**config.mk**
```make
export PLATFORM = sky130hd
export DESIGN_NAME = axi4_w_gate_flat
export DESIGN_NICKNAME = d
export VERILOG_FILES = /design/src/rtl/axi4_w_gate_if.sv /design/src/rtl/axi4_w_gate.sv /design/src/flat_wrapper.sv
export SDC_FILE = /design/constraint.sdc
export NUM_CORES = 1
export LEC_CHECK = 0
export CORE_MARGIN = 4
export CORE_UTILIZATION = 33
export CTS_CLUSTER_SIZE = 14
export DETAILED_ROUTE_END_ITERATION = 8
export PLACE_DENSITY = 0.81
export SLEW_MARGIN = 10
export SYNTH_ARGS = -nofsm -noshare
export SYNTH_HDL_FRONTEND = slang
export SYNTH_SLANG_ARGS = --single-unit
```
**constraint.sdc**
```tcl
create_clock -name axi4_aclk -period 3.07 [get_ports axi4_aclk]
set_clock_uncertainty 0.05 [all_clocks]
set_input_delay 0.4605 -clock axi4_aclk [delete_from_list [all_inputs] [get_ports axi4_aclk]]
set_output_delay 0.4605 -clock axi4_aclk [all_outputs]
set_load 0.02 [all_outputs]
```
**src/rtl/axi4_w_gate_if.sv**
```systemverilog
// AXI4 W-channel bundle shared by the upstream and downstream sides of axi4_w_gate.
interface axi4_w_gate_if #(
    parameter int unsigned AXI_DATA_WIDTH = 32,
    parameter int unsigned AXI_USER_WIDTH = 2
);
    logic [AXI_DATA_WIDTH-1:0]   wdata;
    logic [AXI_DATA_WIDTH/8-1:0] wstrb;
    logic                        wlast;
    logic [AXI_USER_WIDTH-1:0]   wuser;
    logic                        wvalid;
    logic                        wready;

    modport master (
        output wdata, wstrb, wlast, wuser, wvalid,
        input  wready
    );

    modport slave (
        input  wdata, wstrb, wlast, wuser, wvalid,
        output wready
    );
endinterface

```
**src/rtl/axi4_w_gate.sv**
```systemverilog
// AXI4 W-channel gate: forwards or discards whole W bursts according to per-burst
// decisions queued in a small FIFO. Optional feature macro RAB_W_DROP_CNT_EN adds a
// saturating 16-bit count of dropped bursts on output drop_cnt.
module axi4_w_gate #(
    parameter int unsigned AXI_DATA_WIDTH = 32,
    parameter int unsigned AXI_USER_WIDTH = 2,
    parameter int unsigned DEC_FIFO_DEPTH = 4
) (
    input  logic          axi4_aclk,
    input  logic          axi4_arstn,
    input  logic          dec_valid,
    input  logic          dec_drop,
    output logic          dec_ready,
    axi4_w_gate_if.slave  s_axi4,
    axi4_w_gate_if.master m_axi4,
    output logic          drop_done
`ifdef RAB_W_DROP_CNT_EN
    ,
    output logic [15:0]   drop_cnt
`endif
);

    localparam int unsigned PtrW = $clog2(DEC_FIFO_DEPTH);

    typedef enum logic [1:0] {StIdle, StFwd, StDrop} state_e;

    state_e                    state_q, state_d;
    logic [DEC_FIFO_DEPTH-1:0] mem_q, mem_d;
    logic [PtrW-1:0]           wptr_q, wptr_d, rptr_q, rptr_d;
    logic [PtrW:0]             cnt_q, cnt_d;
    logic                      drop_done_q, drop_done_d;

    logic push, pop, empty, full, head_drop, fwd_hs, drop_hs;

    logic [AXI_DATA_WIDTH-1:0]   wdata;
    logic [AXI_DATA_WIDTH/8-1:0] wstrb;
    logic [AXI_USER_WIDTH-1:0]   wuser;

    // Depth is a power of two, so the count MSB alone flags a full FIFO.
    assign empty     = (cnt_q == '0);
    assign full      = cnt_q[PtrW];
    assign head_drop = mem_q[rptr_q];
    assign dec_ready = !full;
    assign push      = dec_valid && !full;
    assign fwd_hs    = (state_q == StFwd) && s_axi4.wvalid && m_axi4.wready;
    assign drop_hs   = (state_q == StDrop) && s_axi4.wvalid;
    assign drop_done = drop_done_q;

    // State, FIFO and drop pulse registers.
    always_ff @(posedge axi4_aclk or negedge axi4_arstn) begin
        if (!axi4_arstn) begin
            state_q     <= StIdle;
            mem_q       <= '0;
            wptr_q      <= '0;
            rptr_q      <= '0;
            cnt_q       <= '0;
            drop_done_q <= 1'b0;
        end else begin
            state_q     <= state_d;
            mem_q       <= mem_d;
            wptr_q      <= wptr_d;
            rptr_q      <= rptr_d;
            cnt_q       <= cnt_d;
            drop_done_q <= drop_done_d;
        end
    end

    // Next state: load a new head from IDLE, or chain straight into it on wlast.
    always_comb begin
        state_d = state_q;
        pop     = 1'b0;
        unique case (state_q)
            StIdle: begin
                if (!empty) begin
                    pop     = 1'b1;
                    state_d = head_drop ? StDrop : StFwd;
                end
            end
            StFwd, StDrop: begin
                if ((fwd_hs || drop_hs) && s_axi4.wlast) begin
                    if (!empty) begin
                        pop     = 1'b1;
                        state_d = head_drop ? StDrop : StFwd;
                    end else begin
                        state_d = StIdle;
                    end
                end
            end
            default: state_d = StIdle;
        endcase
    end

    // Decision FIFO bookkeeping; pop only ever sees entries already registered.
    always_comb begin
        mem_d       = mem_q;
        wptr_d      = wptr_q;
        rptr_d      = rptr_q;
        cnt_d       = cnt_q;
        drop_done_d = drop_hs && s_axi4.wlast;
        if (push) begin
            mem_d[wptr_q] = dec_drop;
            wptr_d        = wptr_q + PtrW'(1);
        end
        if (pop) begin
            rptr_d = rptr_q + PtrW'(1);
        end
        if (push && !pop) begin
            cnt_d = cnt_q + (PtrW + 1)'(1);
        end else if (pop && !push) begin
            cnt_d = cnt_q - (PtrW + 1)'(1);
        end
    end

    // Handshake steering and zero-latency payload pass-through.
    always_comb begin
        wdata          = s_axi4.wdata;
        wstrb          = s_axi4.wstrb;
        wuser          = s_axi4.wuser;
        m_axi4.wdata   = wdata;
        m_axi4.wstrb   = wstrb;
        m_axi4.wuser   = wuser;
        m_axi4.wlast   = s_axi4.wlast;
        m_axi4.wvalid  = 1'b0;
        s_axi4.wready  = 1'b0;
        unique case (state_q)
            StFwd: begin
                m_axi4.wvalid = s_axi4.wvalid;
                s_axi4.wready = m_axi4.wready;
            end
            StDrop: begin
                s_axi4.wready = 1'b1;
            end
            default: ;
        endcase
    end

`ifdef RAB_W_DROP_CNT_EN
    logic [15:0] drop_cnt_q, drop_cnt_d;

    assign drop_cnt = drop_cnt_q;

    // Saturating count of completed dropped bursts.
    always_comb begin
        drop_cnt_d = drop_cnt_q;
        if (drop_done_q && (drop_cnt_q != 16'hFFFF)) begin
            drop_cnt_d = drop_cnt_q + 16'd1;
        end
    end

    // Drop counter register.
    always_ff @(posedge axi4_aclk or negedge axi4_arstn) begin
        if (!axi4_arstn) begin
            drop_cnt_q <= '0;
        end else begin
            drop_cnt_q <= drop_cnt_d;
        end
    end
`endif

endmodule

```
**src/flat_wrapper.sv**
```systemverilog
// flat-port wrapper written by rule: the top's interface ports become plain ports
module axi4_w_gate_flat 
#(
    parameter int unsigned AXI_DATA_WIDTH = 32,
    parameter int unsigned AXI_USER_WIDTH = 2,
    parameter int unsigned DEC_FIFO_DEPTH = 4
)
  (axi4_aclk, axi4_arstn, dec_valid, dec_drop, dec_ready, drop_done, s_axi4_wdata, s_axi4_wstrb, s_axi4_wlast, s_axi4_wuser, s_axi4_wvalid, s_axi4_wready, m_axi4_wdata, m_axi4_wstrb, m_axi4_wlast, m_axi4_wuser, m_axi4_wvalid, m_axi4_wready);
  axi4_w_gate_if #(.AXI_DATA_WIDTH(AXI_DATA_WIDTH), .AXI_USER_WIDTH(AXI_USER_WIDTH)) s_axi4_i ();
  axi4_w_gate_if #(.AXI_DATA_WIDTH(AXI_DATA_WIDTH), .AXI_USER_WIDTH(AXI_USER_WIDTH)) m_axi4_i ();
  input  logic axi4_aclk;
  input  logic axi4_arstn;
  input  logic dec_valid;
  input  logic dec_drop;
  output logic dec_ready;
  output logic drop_done;
  input wire logic [$bits(s_axi4_i.wdata)-1:0] s_axi4_wdata;
  input wire logic [$bits(s_axi4_i.wstrb)-1:0] s_axi4_wstrb;
  input wire logic [$bits(s_axi4_i.wlast)-1:0] s_axi4_wlast;
  input wire logic [$bits(s_axi4_i.wuser)-1:0] s_axi4_wuser;
  input wire logic [$bits(s_axi4_i.wvalid)-1:0] s_axi4_wvalid;
  output wire logic [$bits(s_axi4_i.wready)-1:0] s_axi4_wready;
  output wire logic [$bits(m_axi4_i.wdata)-1:0] m_axi4_wdata;
  output wire logic [$bits(m_axi4_i.wstrb)-1:0] m_axi4_wstrb;
  output wire logic [$bits(m_axi4_i.wlast)-1:0] m_axi4_wlast;
  output wire logic [$bits(m_axi4_i.wuser)-1:0] m_axi4_wuser;
  output wire logic [$bits(m_axi4_i.wvalid)-1:0] m_axi4_wvalid;
  input wire logic [$bits(m_axi4_i.wready)-1:0] m_axi4_wready;
  assign s_axi4_i.wdata = s_axi4_wdata;
  assign s_axi4_i.wstrb = s_axi4_wstrb;
  assign s_axi4_i.wlast = s_axi4_wlast;
  assign s_axi4_i.wuser = s_axi4_wuser;
  assign s_axi4_i.wvalid = s_axi4_wvalid;
  assign s_axi4_wready = s_axi4_i.wready;
  assign m_axi4_wdata = m_axi4_i.wdata;
  assign m_axi4_wstrb = m_axi4_i.wstrb;
  assign m_axi4_wlast = m_axi4_i.wlast;
  assign m_axi4_wuser = m_axi4_i.wuser;
  assign m_axi4_wvalid = m_axi4_i.wvalid;
  assign m_axi4_i.wready = m_axi4_wready;
  axi4_w_gate #(.AXI_DATA_WIDTH(AXI_DATA_WIDTH), .AXI_USER_WIDTH(AXI_USER_WIDTH), .DEC_FIFO_DEPTH(DEC_FIFO_DEPTH)) u_core (.axi4_aclk(axi4_aclk), .axi4_arstn(axi4_arstn), .dec_valid(dec_valid), .dec_drop(dec_drop), .dec_ready(dec_ready), .s_axi4(s_axi4_i), .m_axi4(m_axi4_i), .drop_done(drop_done));
endmodule
```
==> metrics.txt <==
outcome=finished clean; die area=4290 µm²; WL/cell=about 13 µm; Post-DP HPWL=around 1400 µm; RSZ-0062 raised after global routing=false; Nets=140; leading area contributor after synthesis=dfrtp_1; cts hold-fix bufs=0; Internal Power=~600 µW; CTS Buffer Depth=2; die width=65.5 µm; Synth top area share=between 30 and 40%; GRT Total Usage=a little under a tenth; YS warnings=0; slew at the pin closest to its max-slew limit=between 0.6 and 0.7 ns; grt ovf=0; Pwr Density=about 970 nW/µm²; H-tree lvl count=1; sequential fraction of the synthesis area=32.1%; Starting Density=a little over a third; Reg power frac=36.6%; slew margin rel.=58.0%; Post-synth EDFFs=0; Synth Net Count=about 160; initial antenna violation count=0; Switch Pwr=around 360 µW; DR pass1 iterations=2; worst-path cell chain=inv_1 -> ha_1 -> nor2b_1 -> clkdlybuf4s50_1; via/cell ratio=around 4.4; number of clock sinks=14; die height=roughly 66 µm; clk_lat worst skew=about 0.28 ns; Layout area overhead=-9.40%; Fin. Hold Viols=0; worst r2r dst=u_core.cnt_q[1]$_DFFE_PN0P_; fraction of layout cells with a size suffix above 1=13.3%; Worst EP required=2.56 ns; vias in the first global route=between 600 and 700; ys flop type=dfrtp_1; Worst Hold Depth=1; Post-Syn Area=1090 µm²; count of final setup violators=0; max-slew violations=0; detailed-route via count=560; final period utilization=76.3%; hold slack=approximately 0.45 ns; DP Area=a little under 1000 µm²; Critical Path Fanout Max=4; Routed WL=~1700 µm; Crit path largest cell delay=0.61 ns; worst hold path class=reg -> reg; achievable frequency=between 400 and 500 MHz; post-CTS setup buffers=0; flop2flop setup slack=about 0.74 ns; Crit-path slowest cell=clkdlybuf4s50_1; Post-CTS Resized=0; Setup WS pre-CTS=roughly 0.47 ns; global-route wire length before repair=between 3000 and 4000 µm; design area=roughly 990 µm²; reg2reg start=u_core.state_q[1]$_DFFE_PN0P_; Comb pwr share=a little over half; Tmin final=roughly 2.3 ns; worst min-delay path endpoint=u_core.mem_q[0]$_DFFE_PN0P_; IO Port Bufs=11; Hold Crit Start=u_core.mem_q[0]$_DFFE_PN0P_; Final Worst Setup Slack=0.728 ns; Seq cells post-synth=14; Syn Area/Cell=between 10 and 15 µm²; core region area=slightly above 3000 µm²; Setup CP Type=reg -> out; number of I/O pins=88; clock power share=about a tenth; cells on worst reg2reg path=8; # diodes=0; library cells used by synthesis=28; Root Driver=clkbuf_4; Mapped Cells=~110; switching portion of total power=37.9%; # DRC=0; Peak VDD IR=~0.38 mV; Clock Pin Slew Worst Setup and Hold Paths=~0.070 ns; setup TNS=0 ns; max-cap check violation count=0; # rows=20; synth top area cells=dfrtp_1 32%, buf_4 27%, ha_1 10%; Tot Pwr=around 960 µW; CP Launch Type=register; Post-synth ARST share=100%; GP Congestion=0.707; post-route ant nets=0; Static Leakage=0.000423 µW; CTS tree=done; CP endpoint kind=primary output; largest net degree at the start of global routing=15; first-iteration detailed-routing DRC count=3; Num CTS Buffers=3; crit path DAT=approximately 1.8 ns
-- sequential cells by signal (all words and copies together) (netlist names) --
register / cells
u_core.cnt_q: 3
u_core.state_q: 2
u_core.rptr_q: 2
u_core.wptr_q: 2
u_core.drop_done: 1
u_core.mem_q: 4
-- worst max path at each step --
stage                                              from                           to  cells past startpoint
final                     u_core.state_q[1]$_DFFE_PN0P_                s_axi4_wready                      4
after global routing      u_core.state_q[1]$_DFFE_PN0P_  u_core.cnt_q[2]$_DFFE_PN0P_                     11
after CTS                 u_core.state_q[1]$_DFFE_PN0P_                s_axi4_wready                      4
after detailed placement                   s_axi4_wlast  u_core.cnt_q[1]$_DFFE_PN0P_                      8
after global placement                     s_axi4_wlast  u_core.cnt_q[1]$_DFFE_PN0P_                      8
after floorplan           u_core.state_q[0]$_DFFE_PN0P_  u_core.cnt_q[2]$_DFFE_PN0P_                     10
-- cells in the mapped netlist (all sizes together), types with 2 or more instances --
master / n
buf: 40
dfrtp: 14
ha: 9
inv: 6
mux2: 5
nand2: 8
nor2: 2
nor2b: 2
o21ai: 4
xnor2: 5
-- per-layer routing --
| layer | vias up | wire length, µm | track usage [%] |
|---|---|---|---|
| met2 | 31 | 809 | 14.5 |
| met3 | 14 | 237 | 6.67 |
| met5 | - | 0 | 0 |
| met4 | 0 | 71 | 4.66 |
| li1 | 257 | - | - |
| met1 | 258 | 595 | 8.93 |
-- cells in the final DEF (no fill, tap or decap), drive strengths merged --
| master | count |
|---|---|
| dfrtp | 14 |
| clkdlybuf4s50 | 11 |
| ha | 9 |
| nand2 | 8 |
| inv | 6 |
| xnor2 | 5 |
| mux2 | 5 |
| o21ai | 4 |
| clkbuf | 3 |
| nor2b | 2 |
| nor2 | 2 |
| a21oi | 1 |
| nor3b | 1 |
| nor3 | 1 |
| and3 | 1 |
| and2 | 1 |
| mux4 | 1 |
| and2b | 1 |
| o21a | 1 |
| a22o | 1 |
| o2bb2ai | 1 |
| xor2 | 1 |
| o211ai | 1 |
| fa | 1 |
| buf | 1 |
-- area by class of cell --
| cell class | count | area [µm²] |
|---|---|---|
| Sequential cell | 14 | 350 |
| Clock buffer | 3 | 22.5 |
| Multi-Input combinational cell | 48 | 420 |
| Tap cell | 44 | 55.1 |
| Inverter | 6 | 22.5 |
| Timing Repair Buffer | 12 | 118 |
| Fill cell | 335 | 2110 |
-- power by group through the flow --
stage,logic [µW],clock network (µW),registers [µW]
after floorplan,473,0,336
after global placement,484,0,347
after detailed placement,511,0,355
after CTS,515,106,352
after global routing,578,116,365
final,505,101,350
-- worst max-delay path: cells and delay by family (launching register included) --
family                   cells  cell delay (ns)
buffers and inverters        2             0.69
flip-flops                   1             0.42
adder cells (fa/ha/maj)      1             0.31
AND/OR/NAND/NOR              1             0.13
-- stage by stage --
step / std cells / utilization (%)
after floorplan: 108 / -
after global placement: 124 / 31.1
after detailed placement: 124 / 31.1
after CTS: 127 / 31.9
after global routing: 127 / 31.9
final: 127 / 31.9
-- cells by family after synthesis --
family,share of synthesized area (%)
AO/OA/AOI/OAI,5.96
XOR/XNOR,4.82
adder cells (fa/ha/maj),12.2
buffers and inverters,29.4
flip-flops,32.1
multiplexers,7.22
AND/OR/NAND/NOR,8.37
No activity file was read; power rests on OpenSTA's default activity.
==> edit (same settings) <==
`AXI_USER_WIDTH` is set to 2 in 3 places; all go to 4.
--- a/src/rtl/axi4_w_gate_if.sv
+++ b/src/rtl/axi4_w_gate_if.sv
@@ -1,7 +1,7 @@
 // AXI4 W-channel bundle shared by the upstream and downstream sides of axi4_w_gate.
 interface axi4_w_gate_if #(
     parameter int unsigned AXI_DATA_WIDTH = 32,
-    parameter int unsigned AXI_USER_WIDTH = 2
+    parameter int unsigned AXI_USER_WIDTH = 4
 );
     logic [AXI_DATA_WIDTH-1:0]   wdata;
     logic [AXI_DATA_WIDTH/8-1:0] wstrb;
--- a/src/rtl/axi4_w_gate.sv
+++ b/src/rtl/axi4_w_gate.sv
@@ -3,7 +3,7 @@
 // saturating 16-bit count of dropped bursts on output drop_cnt.
 module axi4_w_gate #(
     parameter int unsigned AXI_DATA_WIDTH = 32,
-    parameter int unsigned AXI_USER_WIDTH = 2,
+    parameter int unsigned AXI_USER_WIDTH = 4,
     parameter int unsigned DEC_FIFO_DEPTH = 4
 ) (
     input  logic          axi4_aclk,
--- a/src/flat_wrapper.sv
+++ b/src/flat_wrapper.sv
@@ -2,7 +2,7 @@
 module axi4_w_gate_flat 
 #(
     parameter int unsigned AXI_DATA_WIDTH = 32,
-    parameter int unsigned AXI_USER_WIDTH = 2,
+    parameter int unsigned AXI_USER_WIDTH = 4,
     parameter int unsigned DEC_FIFO_DEPTH = 4
 )
   (axi4_aclk, axi4_arstn, dec_valid, dec_drop, dec_ready, drop_done, s_axi4_wdata, s_axi4_wstrb, s_axi4_wlast, s_axi4_wuser, s_axi4_wvalid, s_axi4_wready, m_axi4_wdata, m_axi4_wstrb, m_axi4_wlast, m_axi4_wuser, m_axi4_wvalid, m_axi4_wready);
Interface: changed (resized m_axi4_wuser and s_axi4_wuser); port bits go from 88 to 92. The function was not compared with the original's and may differ.
==> edit against the original RTL <==
Final cell count grew 0.79%; routed wire length increased by 9.9%; sequential power increased by 1%; core utilization rose by 0.19 points; power up 4.9%; sequential cell count unchanged; setup slack got worse by 36 ps; synthesized cell count grew 1.9%; cell area grew 1.4%; area after synthesis grew 1.4%; critical path type is now reg2reg; largest power group unchanged; highest routed layer unchanged.
==> edit: results (changes against the original RTL) <==
[hold_path]
holdPathEnd = u_core.rptr_q[1]  ; was u_core.mem_q[0]
min_from = u_core.rptr_q[1]  ; was u_core.mem_q[0]
hold_path.class = reg2reg  ; unchanged
worstHoldPathCells = 1  ; unchanged

[placement]
pre_cts_ws_ps = 467.3  ; was 474.9 ps
placed_area_um2 = 965.9  ; unchanged
io_buffer_count = 11  ; unchanged
finalWeightedCongestion = 0.6718  ; was 0.7069
numPlacedInstances = 124  ; unchanged
dp_hpwl_mm = 1.591  ; was 1.408 mm

[clock_network]
postCtsSetupRepairBufs = 0  ; unchanged
clk_path_buf_depth = 2  ; unchanged
clk_transition_reported_paths_ps = 90  ; was 70 ps
cts_resized = 0  ; unchanged
clk_latency_ps = 280  ; about the same
cts_root_buf = clkbuf_4  ; unchanged

[yosys]
synthesis.nets = 167  ; was 163
ys_warn_count = 0  ; unchanged
yosysSeqAreaShare = 0.3167  ; was 0.3211
synthArstFlopShare = 1.000  ; unchanged
syn-instance-count = 110  ; was 108
yosys-top-cells-area = dfrtp_1 32%, buf_4 28%, ha_1 10%, mux2_1 4.1%, xnor2_1 4.0%  ; was dfrtp_1 32%, buf_4 27%, ha_1 10%, mux2_1 4.1%, xnor2_1 4.0%
ys_top_cells_by_count = 41 x buf_4, 14 x dfrtp_1, 9 x ha_1, 7 x nand2_1, 6 x inv_1  ; was 39 x buf_4, 14 x dfrtp_1, 9 x ha_1, 7 x nand2_1, 6 x inv_1
synth_cell_types = 28  ; unchanged

[critical_path]
timing_worst_setup_path_type = reg2reg  ; was reg2out
r2r_slack_ps = 690  ; was 740 ps
r2r-start = u_core.state_q[0]  ; was u_core.state_q[1]
end_kind = flip-flop  ; was primary output
r2r_end = u_core.cnt_q[2]  ; was u_core.cnt_q[1]
critPathArrivalTime_ps = 2540  ; was 1830 ps
worst_path_max_delay_cell = dfrtp_1  ; was clkdlybuf4s50_1
rr_worst_depth = 10  ; was 8
path_max_fanout = 4  ; unchanged
cpLargestDelayFamily = adder cells  ; was buffers and inverters
max_stage_delay_ps = 420  ; was 610 ps

[finish]
reg_top3 = u_core.mem_q x4, u_core.cnt_q x3  ; unchanged
fillers = 325  ; was 335
nNetsFinal = 142  ; was 140
final_layout_size_suffix_gt1_frac = 0.1429  ; was 0.1325
stdcell_count = 128  ; was 127
diodes = 0  ; unchanged

[sta]
holdWs_ps = 449.9  ; was 446.6 ps
tightest_slew_ps = 627.0  ; was 627.7 ps
layout_setup_ws_ps = 691.6  ; was 727.7 ps

[global_routing]
antenna_found_initial = 0  ; unchanged
grt_usage = 0.09665  ; was 0.09225
grt_max_degree = 15  ; unchanged
grt_pass1_wl_mm = 3.167  ; was 3.042 mm
grt_pass1_vias = 633  ; was 645

[routing]
avgRoutedWirePerCell_um = 14.70  ; was 13.49 um
vias = 556  ; was 560
drt_iter0_markers = 3  ; unchanged
drt_first_pass_iters = 2  ; unchanged

[power_and_ir_drop]
power.leakage_nw = 0.4302  ; was 0.4230 nW
peakVddDrop_v = 0.0004305  ; was 0.0003792 V

[outcome]
status = finished clean  ; unchanged

[flow_run]
maxCapViolations = 0  ; unchanged

==> edit: layout make-up <==
type                            instances  area, um2  share of cell area
Clock buffer                            4      36.28             0.03620
Inverter                                6      22.52             0.02247
Multi-Input combinational cell         48      420.4              0.4195
Sequential cell                        14      350.3              0.3496
Tap cell                               44      55.05             0.05493
Timing Repair Buffer                   12      117.6              0.1174
==> edit: metal layers <==
metal  share of wire  GRT usage
met1            0.31    0.08863
met2            0.53     0.1652
met3            0.14    0.05272
met4           0.021    0.05959
met5               0          0
==> edit: logic make-up after synthesis <==
group / Yosys count / share of synthesized area
muxes: 6 / 0.07126
AOI/OAI and AO/OA: 9 / 0.05883
and+or+nand+nor: 17 / 0.08259
xor gates and xnor gates: 6 / 0.04751
adders and majority gates: 10 / 0.1199
buffers and inverters: 48 / 0.3032
DFF: 14 / 0.3167
==> edit: where the power goes <==
part	internal (mW)	total (mW)	switching (mW)
logic	0.272	0.516	0.245
clock network	0.0721	0.134	0.0615
registers	0.278	0.354	0.0760
